### config.mk
export PLATFORM = sky130hd
export DESIGN_NAME = count_capture_fifo
export DESIGN_NICKNAME = d
export VERILOG_FILES = /design/src/rtl/count_capture_pkg.sv /design/src/rtl/capture_fifo_core.sv /design/src/rtl/count_capture_fifo.sv
export SDC_FILE = /design/constraint.sdc
export NUM_CORES = 1
export LEC_CHECK = 0
export ABC_AREA = 1
export BUFFER_PORTS_ARGS = -buffer_cell sky130_fd_sc_hd__buf_2
export CORE_MARGIN = 3
export CORE_UTILIZATION = 30
export DETAILED_ROUTE_END_ITERATION = 12
export HOLD_SLACK_MARGIN = 0.12
export PLACE_DENSITY = 0.52
export SLEW_MARGIN = 20
export SYNTH_ARGS = -nofsm -noshare
export SYNTH_HDL_FRONTEND = slang
export SYNTH_SLANG_ARGS = --single-unit
### constraint.sdc
create_clock -name clk -period 2.6 [get_ports clk]
set_input_delay 0.52 -clock clk [delete_from_list [all_inputs] [get_ports clk]]
set_output_delay 0.52 -clock clk [all_outputs]
set_load 0.02 [all_outputs]
### src/rtl/count_capture_pkg.sv
`default_nettype none
// ============================================================================
//  Module      : count_capture_pkg
//  Description : Shared defaults, the capture entry type and the occupancy
//                width helper for the count capture FIFO.
//  Revision    : 1.0 - initial release
// ============================================================================
package count_capture_pkg;

  // Defaults match the upstream 4-bit free-running counter.
  localparam int CNT_W_DEF  = 4;
  localparam int WRAP_W_DEF = 8;
  localparam int DEPTH_DEF  = 4;

  // One captured timestamp: counter value plus the extended wrap count.
  typedef struct packed {
    logic [CNT_W_DEF-1:0]  count;
    logic [WRAP_W_DEF-1:0] wraps;
  } cap_entry_t;

  // Occupancy must represent 0..DEPTH inclusive, hence the extra bit.
  function automatic int level_width(input int depth);
    return $clog2(depth) + 1;
  endfunction

endpackage
`default_nettype wire

### src/rtl/capture_fifo_core.sv
`default_nettype none
// ============================================================================
//  Module      : capture_fifo_core
//  Description : Generic synchronous first-word-fall-through FIFO.
//                The head entry is visible on pop_data whenever empty=0;
//                while empty, pop_data holds the last head that was shown.
//  Revision    : 1.0 - initial release
//
//  Ports
//    clk        in   clock, all updates on rising edge
//    reset      in   asynchronous active-low reset
//    flush      in   synchronous empty; overrides push and pop
//    push       in   write request
//    push_data  in   entry to write
//    pop        in   read request (ignored while empty)
//    pop_data   out  head entry / last head when empty
//    empty      out  no entries stored
//    level      out  current occupancy
//    dropped    out  push refused this cycle because full with no pop
// ============================================================================
module capture_fifo_core
  import count_capture_pkg::*;
#(
  parameter int  DEPTH   = DEPTH_DEF,
  parameter type ENTRY_T = cap_entry_t
) (
  input  logic                          clk,
  input  logic                          reset,
  input  logic                          flush,
  input  logic                          push,
  input  ENTRY_T                        push_data,
  input  logic                          pop,
  output ENTRY_T                        pop_data,
  output logic                          empty,
  output logic [level_width(DEPTH)-1:0] level,
  output logic                          dropped
);

  localparam int AW = $clog2(DEPTH);

  ENTRY_T        mem [DEPTH];
  ENTRY_T        head;
  ENTRY_T        hold;
  logic [AW:0]   wr_ptr;
  logic [AW:0]   rd_ptr;
  logic          full;
  logic          do_push;
  logic          do_pop;

  // Pointers carry one extra wrap bit so full and empty are distinguishable
  // and the occupancy is a plain subtraction.
  assign empty = (wr_ptr == rd_ptr);
  assign full  = (wr_ptr[AW] != rd_ptr[AW]) &&
                 (wr_ptr[AW-1:0] == rd_ptr[AW-1:0]);
  assign level = wr_ptr - rd_ptr;

  // A full FIFO still accepts a push when the head leaves in the same cycle.
  // An empty FIFO never bypasses: the pushed entry appears next cycle.
  assign do_pop  = pop && !empty && !flush;
  assign do_push = push && (!full || do_pop) && !flush;
  assign dropped = push && full && !do_pop && !flush;

  assign head     = mem[rd_ptr[AW-1:0]];
  assign pop_data = empty ? hold : head;

  always_ff @(posedge clk or negedge reset) begin
    if (!reset) begin
      wr_ptr <= '0;
      rd_ptr <= '0;
      hold   <= '0;
    end else begin
      if (flush) begin
        wr_ptr <= '0;
        rd_ptr <= '0;
      end else begin
        if (do_push) wr_ptr <= wr_ptr + 1'b1;
        if (do_pop)  rd_ptr <= rd_ptr + 1'b1;
      end
      // Remember the most recently presented head so the outputs stay put
      // once the FIFO drains.
      if (!empty) hold <= head;
    end
  end

  // Storage needs no reset: nothing is read before it has been written.
  always_ff @(posedge clk) begin
    if (do_push) mem[wr_ptr[AW-1:0]] <= push_data;
  end

endmodule
`default_nettype wire

### src/rtl/count_capture_fifo.sv
`default_nettype none
// ============================================================================
//  Module      : count_capture_fifo
//  Description : Consumer of a free-running up counter. Counts counter
//                wrap-arounds (max -> 0) in an extended wrap counter and, on
//                a capture strobe, queues {count, wraps} into a FWFT FIFO
//                read through a valid/ready interface.
//  Revision    : 1.0 - initial release
//
//  Build option
//    CAPTURE_ON_WRAP_EN  when defined, every wrap also queues an entry;
//                        a capture in the wrap cycle still yields one entry.
//
//  Ports
//    clk        in   clock, all updates on rising edge
//    reset      in   asynchronous active-low reset
//    clear      in   synchronous flush of FIFO, wrap counter and overflow
//    count_in   in   counter value, sampled every cycle
//    capture    in   push request, one entry per asserted cycle
//    out_valid  out  head entry available
//    out_ready  in   reader accepts head when out_valid & out_ready
//    out_count  out  head count field (holds last value when empty)
//    out_wraps  out  head wrap-count field (holds last value when empty)
//    level      out  FIFO occupancy
//    overflow   out  sticky: a push was dropped while full
// ============================================================================
module count_capture_fifo
  import count_capture_pkg::*;
#(
  parameter int CNT_W  = CNT_W_DEF,
  parameter int WRAP_W = WRAP_W_DEF,
  parameter int DEPTH  = DEPTH_DEF
) (
  input  logic                          clk,
  input  logic                          reset,
  input  logic                          clear,
  input  logic [CNT_W-1:0]              count_in,
  input  logic                          capture,
  output logic                          out_valid,
  input  logic                          out_ready,
  output logic [CNT_W-1:0]              out_count,
  output logic [WRAP_W-1:0]             out_wraps,
  output logic [level_width(DEPTH)-1:0] level,
  output logic                          overflow
);

  // Same layout as cap_entry_t, but sized from this instance's parameters.
  typedef struct packed {
    logic [CNT_W-1:0]  count;
    logic [WRAP_W-1:0] wraps;
  } entry_t;

  localparam logic [CNT_W-1:0] CNT_MAX = '1;

  logic [CNT_W-1:0]  prev_cnt;
  logic [WRAP_W-1:0] wraps;
  logic [WRAP_W-1:0] wraps_next;
  logic              wrap;
  logic              push_req;
  logic              fifo_empty;
  logic              dropped;
  entry_t            push_entry;
  entry_t            head_entry;

  assign wrap       = (prev_cnt == CNT_MAX) && (count_in == '0);
  assign wraps_next = wraps + WRAP_W'(wrap);

  // The entry already includes a wrap happening in the capture cycle.
  assign push_entry.count = count_in;
  assign push_entry.wraps = wraps_next;

`ifdef CAPTURE_ON_WRAP_EN
  // OR-ing keeps a coincident capture and wrap down to a single entry.
  assign push_req = capture | wrap;
`else
  assign push_req = capture;
`endif

  always_ff @(posedge clk or negedge reset) begin
    if (!reset) begin
      prev_cnt <= '0;
      wraps    <= '0;
      overflow <= 1'b0;
    end else begin
      // The wrap detector keeps tracking the counter even during clear.
      prev_cnt <= count_in;
      if (clear) begin
        wraps    <= '0;
        overflow <= 1'b0;
      end else begin
        wraps <= wraps_next;
        if (dropped) overflow <= 1'b1;
      end
    end
  end

  capture_fifo_core #(
    .DEPTH   (DEPTH),
    .ENTRY_T (entry_t)
  ) u_fifo (
    .clk       (clk),
    .reset     (reset),
    .flush     (clear),
    .push      (push_req),
    .push_data (push_entry),
    .pop       (out_ready),
    .pop_data  (head_entry),
    .empty     (fifo_empty),
    .level     (level),
    .dropped   (dropped)
  );

  assign out_valid = !fifo_empty;
  assign out_count = head_entry.count;
  assign out_wraps = head_entry.wraps;

endmodule
`default_nettype wire
== After elaboration in Yosys (flattened, before gate mapping) ==
Memories as Yosys holds them, arrays and structs flattened.
Cells that the tools add are included.
Storage, ports and cells
  output and inout bits: 17
  input bits: 9
  register bits after elaboration: 31
  RAM bits: 48
  logic and storage cells: 44
  memories kept: 1
Cells by class
  $add $sub $neg: 4
  muxes and demuxes: 10
  eq/ne operators: 4
  reduce and logical (&&, ||, !) cells: 18
Memory list
  u_fifo.mem: words 4, bits a word 12, read ports 1, clocked after Yosys merged registers in 0, write ports 1, RTL line capture_fifo_core.sv:41  | ENTRY_T mem [DEPTH];
Operators with widths (number)
  $mux 12: 1
  $mux 3: 4
  $logic_and 1x1->1: 9
  $add 8x1->8: 1
  $mux 8: 1
  $add 3x1->3 const B: 2
  $reduce_bool 2->1: 3
  $eq 4x4->1 const B: 1
  $logic_not 1->1: 4
  $logic_not 4->1: 1
  $mux 1: 4
  $eq 3x3->1: 1
  $sub 3x3->3: 1
  $eq 2x2->1: 1
  $logic_or 1x1->1: 1
  $ne 1x1->1: 1

== Longest topological paths before layout ==
  word-level depth: 9
  mapped depth: 10
  depth with buffers taken out: 9

== Hierarchy ==
Synthesis repeated with hierarchy kept, for this count alone.
Second synthesis, totals
  cell total of the unflattened synthesis: 302
  area, all modules: 3365.7 um^2
By module, submodules not included
  capture_fifo_core: sequential area each 1891.8 um^2, cells each 236, times used 1, area each 2773.9 um^2
  count_capture_fifo: sequential area each 325.3 um^2, cells each 66, times used 1, area each 591.8 um^2

== Worst setup path after synthesis ==
Ideal clock, no wire load.
  path kind: reg2out
  start point: register u_fifo.rd_ptr[1]
  end point: output out_count[0]
  cell stages (with the launch flop): 9
  slack: 0.275 ns
  path buffers: 2
  required time: 2.080 ns
  arrival: 1.805 ns
  path through: dfrtp_1 inv_2 buf_6 ha_1 nand2_1 inv_1 nand3_4 buf_6 a31oi_1
On the way
  longest elaborated chain between the ends: 2
  elaborated cells on any way between the ends: 3
  classes of those cells: eq/ne (1); mux (1); memory (1)
Ends and longest elaborated chain
  start: declaration: RTL line capture_fifo_core.sv:45  | logic [AW:0] rd_ptr;
  start signal: assignment: RTL line capture_fifo_core.sv:77  | if (do_pop) rd_ptr <= rd_ptr + 1'b1;
  $mem_v2 4x12 or $eq 3x3->1 (tied branches)
  $mux 12 *: RTL line capture_fifo_core.sv:64  | assign pop_data = empty ? hold : head;
  end: declaration: RTL line count_capture_fifo.sv:41  | output logic [CNT_W-1:0] out_count,
Every way passes the cells marked *; elsewhere a longest branch is shown, timed or not.

== Final worst setup path ==
  start point: register u_fifo.wr_ptr[1]
  end point: output out_wraps[7]
On the way
  longest elaborated chain between the ends: 2
Ends and longest elaborated chain
  start: declaration: RTL line capture_fifo_core.sv:44  | logic [AW:0] wr_ptr;
  start signal: assignment: RTL line capture_fifo_core.sv:76  | if (do_push) wr_ptr <= wr_ptr + 1'b1;
  $eq 3x3->1: RTL line capture_fifo_core.sv:52  | assign empty = (wr_ptr == rd_ptr);
  $mux 12: RTL line capture_fifo_core.sv:64
  end: declaration: RTL line count_capture_fifo.sv:42  | output logic [WRAP_W-1:0] out_wraps,
Every way passes these cells.

==> impl_metrics.csv <==
group,metric,value,unit
yosys,seq_area_frac_synth,66.99,%
critical_path,cpMostUsedCell,"buf_6",
routing,postRouteAntennaNets,0,
yosys,synth_mux_area_share,0,%
sta,post-route-period-util,99.49,%
clock_network,clk_path_buf_depth,2,
critical_path,cp_cell_sequence,"ha_4 > nand2_4 > clkinvlp_4 > buf_6 > nand3_4 > a31oi_4 > buf_6",
yosys,ys_ff_latch,79,
placement,gp_congestion,0.6780,
layout,fillCellCount,1011,
hold_path,holdCritPathClass,"in -> async",
critical_path,end_kind,"output pin",
yosys,synthArstFlopShare,39.24,%
yosys,synth_top_family_by_area,"simple AND/OR/NAND/NOR gates",
sta,rsz0062_at_grt,"yes",
global_routing,grt_max_degree,32,
yosys,syn_nets,310,
global_routing,overflow,0,
yosys,syn_avg_cell_area,11.37,sq um
sta,finClkSkew,0.01037,ns
yosys,ys_warn_count,0,
critical_path,worstSetupStartpointType,"register",
placement,port_buffers,25,
power,total_leakage_power,1.687,nW
routing,drtPass1Iterations,4,
placement,dp_hpwl,4260,microns
clock_network,numCtsBuffers,9,
layout,instances_no_fill,480,
floorplanning,start_util,31.49,%
flow_run,cap_violations,0,
sta,tightest_slew,0.8171,ns
sta,report.final.hold_viol_count,0,
yosys,synth.most_common_cell,"nor2_1",
yosys,synthSimpleGateAreaFrac,15.09,%
yosys,synth_fa_ha_area_share,4.008,%
global_routing,grt_pass1_vias,2283,
routing,drc,0,
yosys,synth_top_area_share,43.55,%
yosys,synth_common_cells,"nor2_1 (74), edfxtp_1 (48), dfrtp_1 (31)",
placement,placed_area,3596,sq um
yosys,synth_area_leader_cell,"edfxtp_1",
placement,placed_cells,451,
yosys,netlist_instances,291,
power,peakVddDrop,0.0004068,V
power,finalPower,0.003623,W
yosys,synth_flop_cell,"edfxtp_1",
placement,post-place-ws,0.1945,ns
yosys,synth_edf_count,48,
global_routing,track_usage,13.27,%
sta,slew_viol_final,0,
clock_network,cts-root-buf,"clkbuf_8",
yosys,synthXorXnorAreaFrac,0.7940,%
critical_path,crit_path_max_incr_delay,0.43,ns
routing,viasPerCell,4.756,
critical_path,critical_path_class,"reg -> out",
floorplanning,die_w,111.0,microns
sta,setup_viol,0,
critical_path,reg2reg_setup_slack,0.47,ns
sta,fmax,0.3866,GHz
floorplanning,io_pins,26,
layout,drive_above_1_share,25.29,%
critical_path,critPathArrivalTime,2.07,ns
layout,post-route-cell-area,4173,sq um
global_routing,grt_pass1_wl,12590,microns
critical_path,regToRegStartpoint,"u_fifo.rd_ptr[1]$_DFFE_PN0P_",
critical_path,cp_slowest_cell,"dfrtp_1",
sta,fin_crit,2.587,ns
routing,num_vias,2283,
yosys,yosys-top-cells-area,"edfxtp_1 (44%), dfrtp_1 (23%), nor2_1 (8.4%)",
critical_path,rr_endpoint,"u_fifo.mem[1][0]$_DFFE_PP_",
power,power_density,868.3,nW/um^2
floorplanning,core,10510,sq um
yosys,syn_area,3309,sq um
routing,wl_per_cell,16.61,microns
clock_network,clock-sinks,79,
clock_network,worstSkewPairLatency,0.36,ns
routing,drt_iter0_drc,127,
floorplanning,die_h,111.0,microns
clock_network,cts_tree,"yes",
routing,drt_wl_total,7973,microns
clock_network,clkTransAtPathRegs,0.09,ns
critical_path,cp_max_fo,6,
critical_path,required,2.08,ns
layout,final_util,39.71,%
layout,num-nets-final,358,
clock_network,htree_levels,3,
global_routing,antenna_found_initial,0,
yosys,synth-compound-area-share,7.750,%
sta,layout_setup_ws,0.01334,ns
sta,max_slew_margin,45.53,%
critical_path,worst-r2r-cell-count,9,
layout,area_growth,26.09,%
critical_path,crit_path_start,"u_fifo.wr_ptr[1]$_DFFE_PN0P_",
floorplanning,die-area,12330,sq um
yosys,ys_types,30,
run_status,status,"complete, no violations",
layout,diodes,0,
floorplanning,num_rows,37,
-- layout by cell type (no fill, tap or decap), types with 2 or more instances in the layout --
| cell type | netlist | layout |
|---|---|---|
| inv_2 | 2 | 2 |
| a21oi_1 | 5 | 5 |
| xor2_1 | 2 | 2 |
| nand3_4 | 1 | 4 |
| inv_8 | 0 | 2 |
| edfxtp_1 | 48 | 48 |
| o21ai_1 | 1 | 8 |
| nand2_2 | 3 | 3 |
| ha_1 | 9 | 7 |
| nand4_1 | 5 | 5 |
| clkinvlp_4 | 0 | 2 |
| buf_2 | 0 | 14 |
| buf_4 | 2 | 20 |
| nand2_1 | 19 | 18 |
| dfrtp_1 | 31 | 31 |
| nor3_1 | 2 | 2 |
| a31oi_4 | 0 | 8 |
| nor2_1 | 74 | 74 |
| a31oi_1 | 12 | 3 |
| ha_4 | 0 | 2 |
| inv_1 | 24 | 22 |
| o21ai_0 | 26 | 19 |
| buf_6 | 4 | 9 |
| nand3_1 | 8 | 8 |
| inv_6 | 0 | 2 |
| clkbuf_8 | 0 | 9 |
-- where the power goes --
part / switching, W / total, W / internal (W)
clock network: 0.000507 / 0.000972 / 0.000465
registers: 0.0000384 / 0.00148 / 0.00144
logic: 0.000686 / 0.00117 / 0.000482
-- layer usage --
| layer | part of all wire, % | GRT usage, % | vias up |
|---|---|---|---|
| li1 | - | - | 1098 |
| met1 | 46 | 17.39 | 1130 |
| met2 | 49 | 21.40 | 41 |
| met3 | 2.9 | 2.511 | 14 |
| met4 | 2.1 | 5.921 | 0 |
| met5 | 0 | 0 | - |
-- through the flow --
stage	setup TNS (ns)	hold WS [ns]
after CTS	-0.007895	0.2907
after global routing	-0.3690	0.3004
after floorplan	0	0.2244
after global placement	0	0.5116
final	0	0.2541
after detailed placement	0	0.5198
-- area by class of cell --
cell class / count / area (sq um) / area share (%)
Multi-Input combinational cell: 178 / 1126 / 26.99
Timing Repair Buffer: 44 / 341.6 / 8.186
Tap cell: 136 / 170.2 / 4.078
Inverter: 27 / 107.6 / 2.579
Clock buffer: 9 / 123.9 / 2.969
Sequential cell: 79 / 2217 / 53.13
Clock inverter: 7 / 86.33 / 2.069
-- flip-flops by register name (all words and copies together), names as in the netlist --
| register | flops |
|---|---|
| u_fifo.rd_ptr | 3 |
| u_fifo.hold | 12 |
| wraps | 8 |
| prev_cnt | 4 |
| u_fifo.wr_ptr | 3 |
| overflow | 1 |
| u_fifo.mem | 48 |
-- critical path, delay by kind of cell, from the launching register on --
| family | cells | cell delay, ns |
|---|---|---|
| fa+ha+maj | 1 | 0.30 |
| simple gates | 2 | 0.28 |
| compound gates | 1 | 0.27 |
| flops | 1 | 0.43 |
| buf+inv | 3 | 0.42 |
-- repair_timing --
item / in CTS / in global routing
gates resized for setup: 12 / 43
endpoints found under the setup margin: 12 / 12
pin swaps: 3 / 9
gates cloned: 3 / 0
setup buffers: 6 / 4
hold buffers: 0 / 0
-- kinds of logic (layout without fill, tap and decap cells) --
kind of cell / count (synthesis) / count (layout)
XOR/XNOR: 3 / 3
AND/OR/NAND/NOR: 116 / 119
adder cells (fa/ha/maj): 10 / 10
flip-flops: 79 / 79
AO/OA/AOI/OAI: 46 / 46
buffers and inverters: 37 / 87
-- worst max-delay path by stage --
| stage | slack, ns | end |
|---|---|---|
| 6_report | 0.01 | out_wraps[7] |
| 5_1_grt | -0.06 | out_wraps[3] |
| 4_1_cts | -0.004 | out_count[1] |
| 3_5_place_dp | 0.19 | u_fifo.mem[1][6]$_DFFE_PP_ |
| 3_3_place_gp | 0.24 | u_fifo.mem[1][6]$_DFFE_PP_ |
| 2_1_floorplan | 0.27 | out_count[0] |
(Power assumes the default switching activity.)
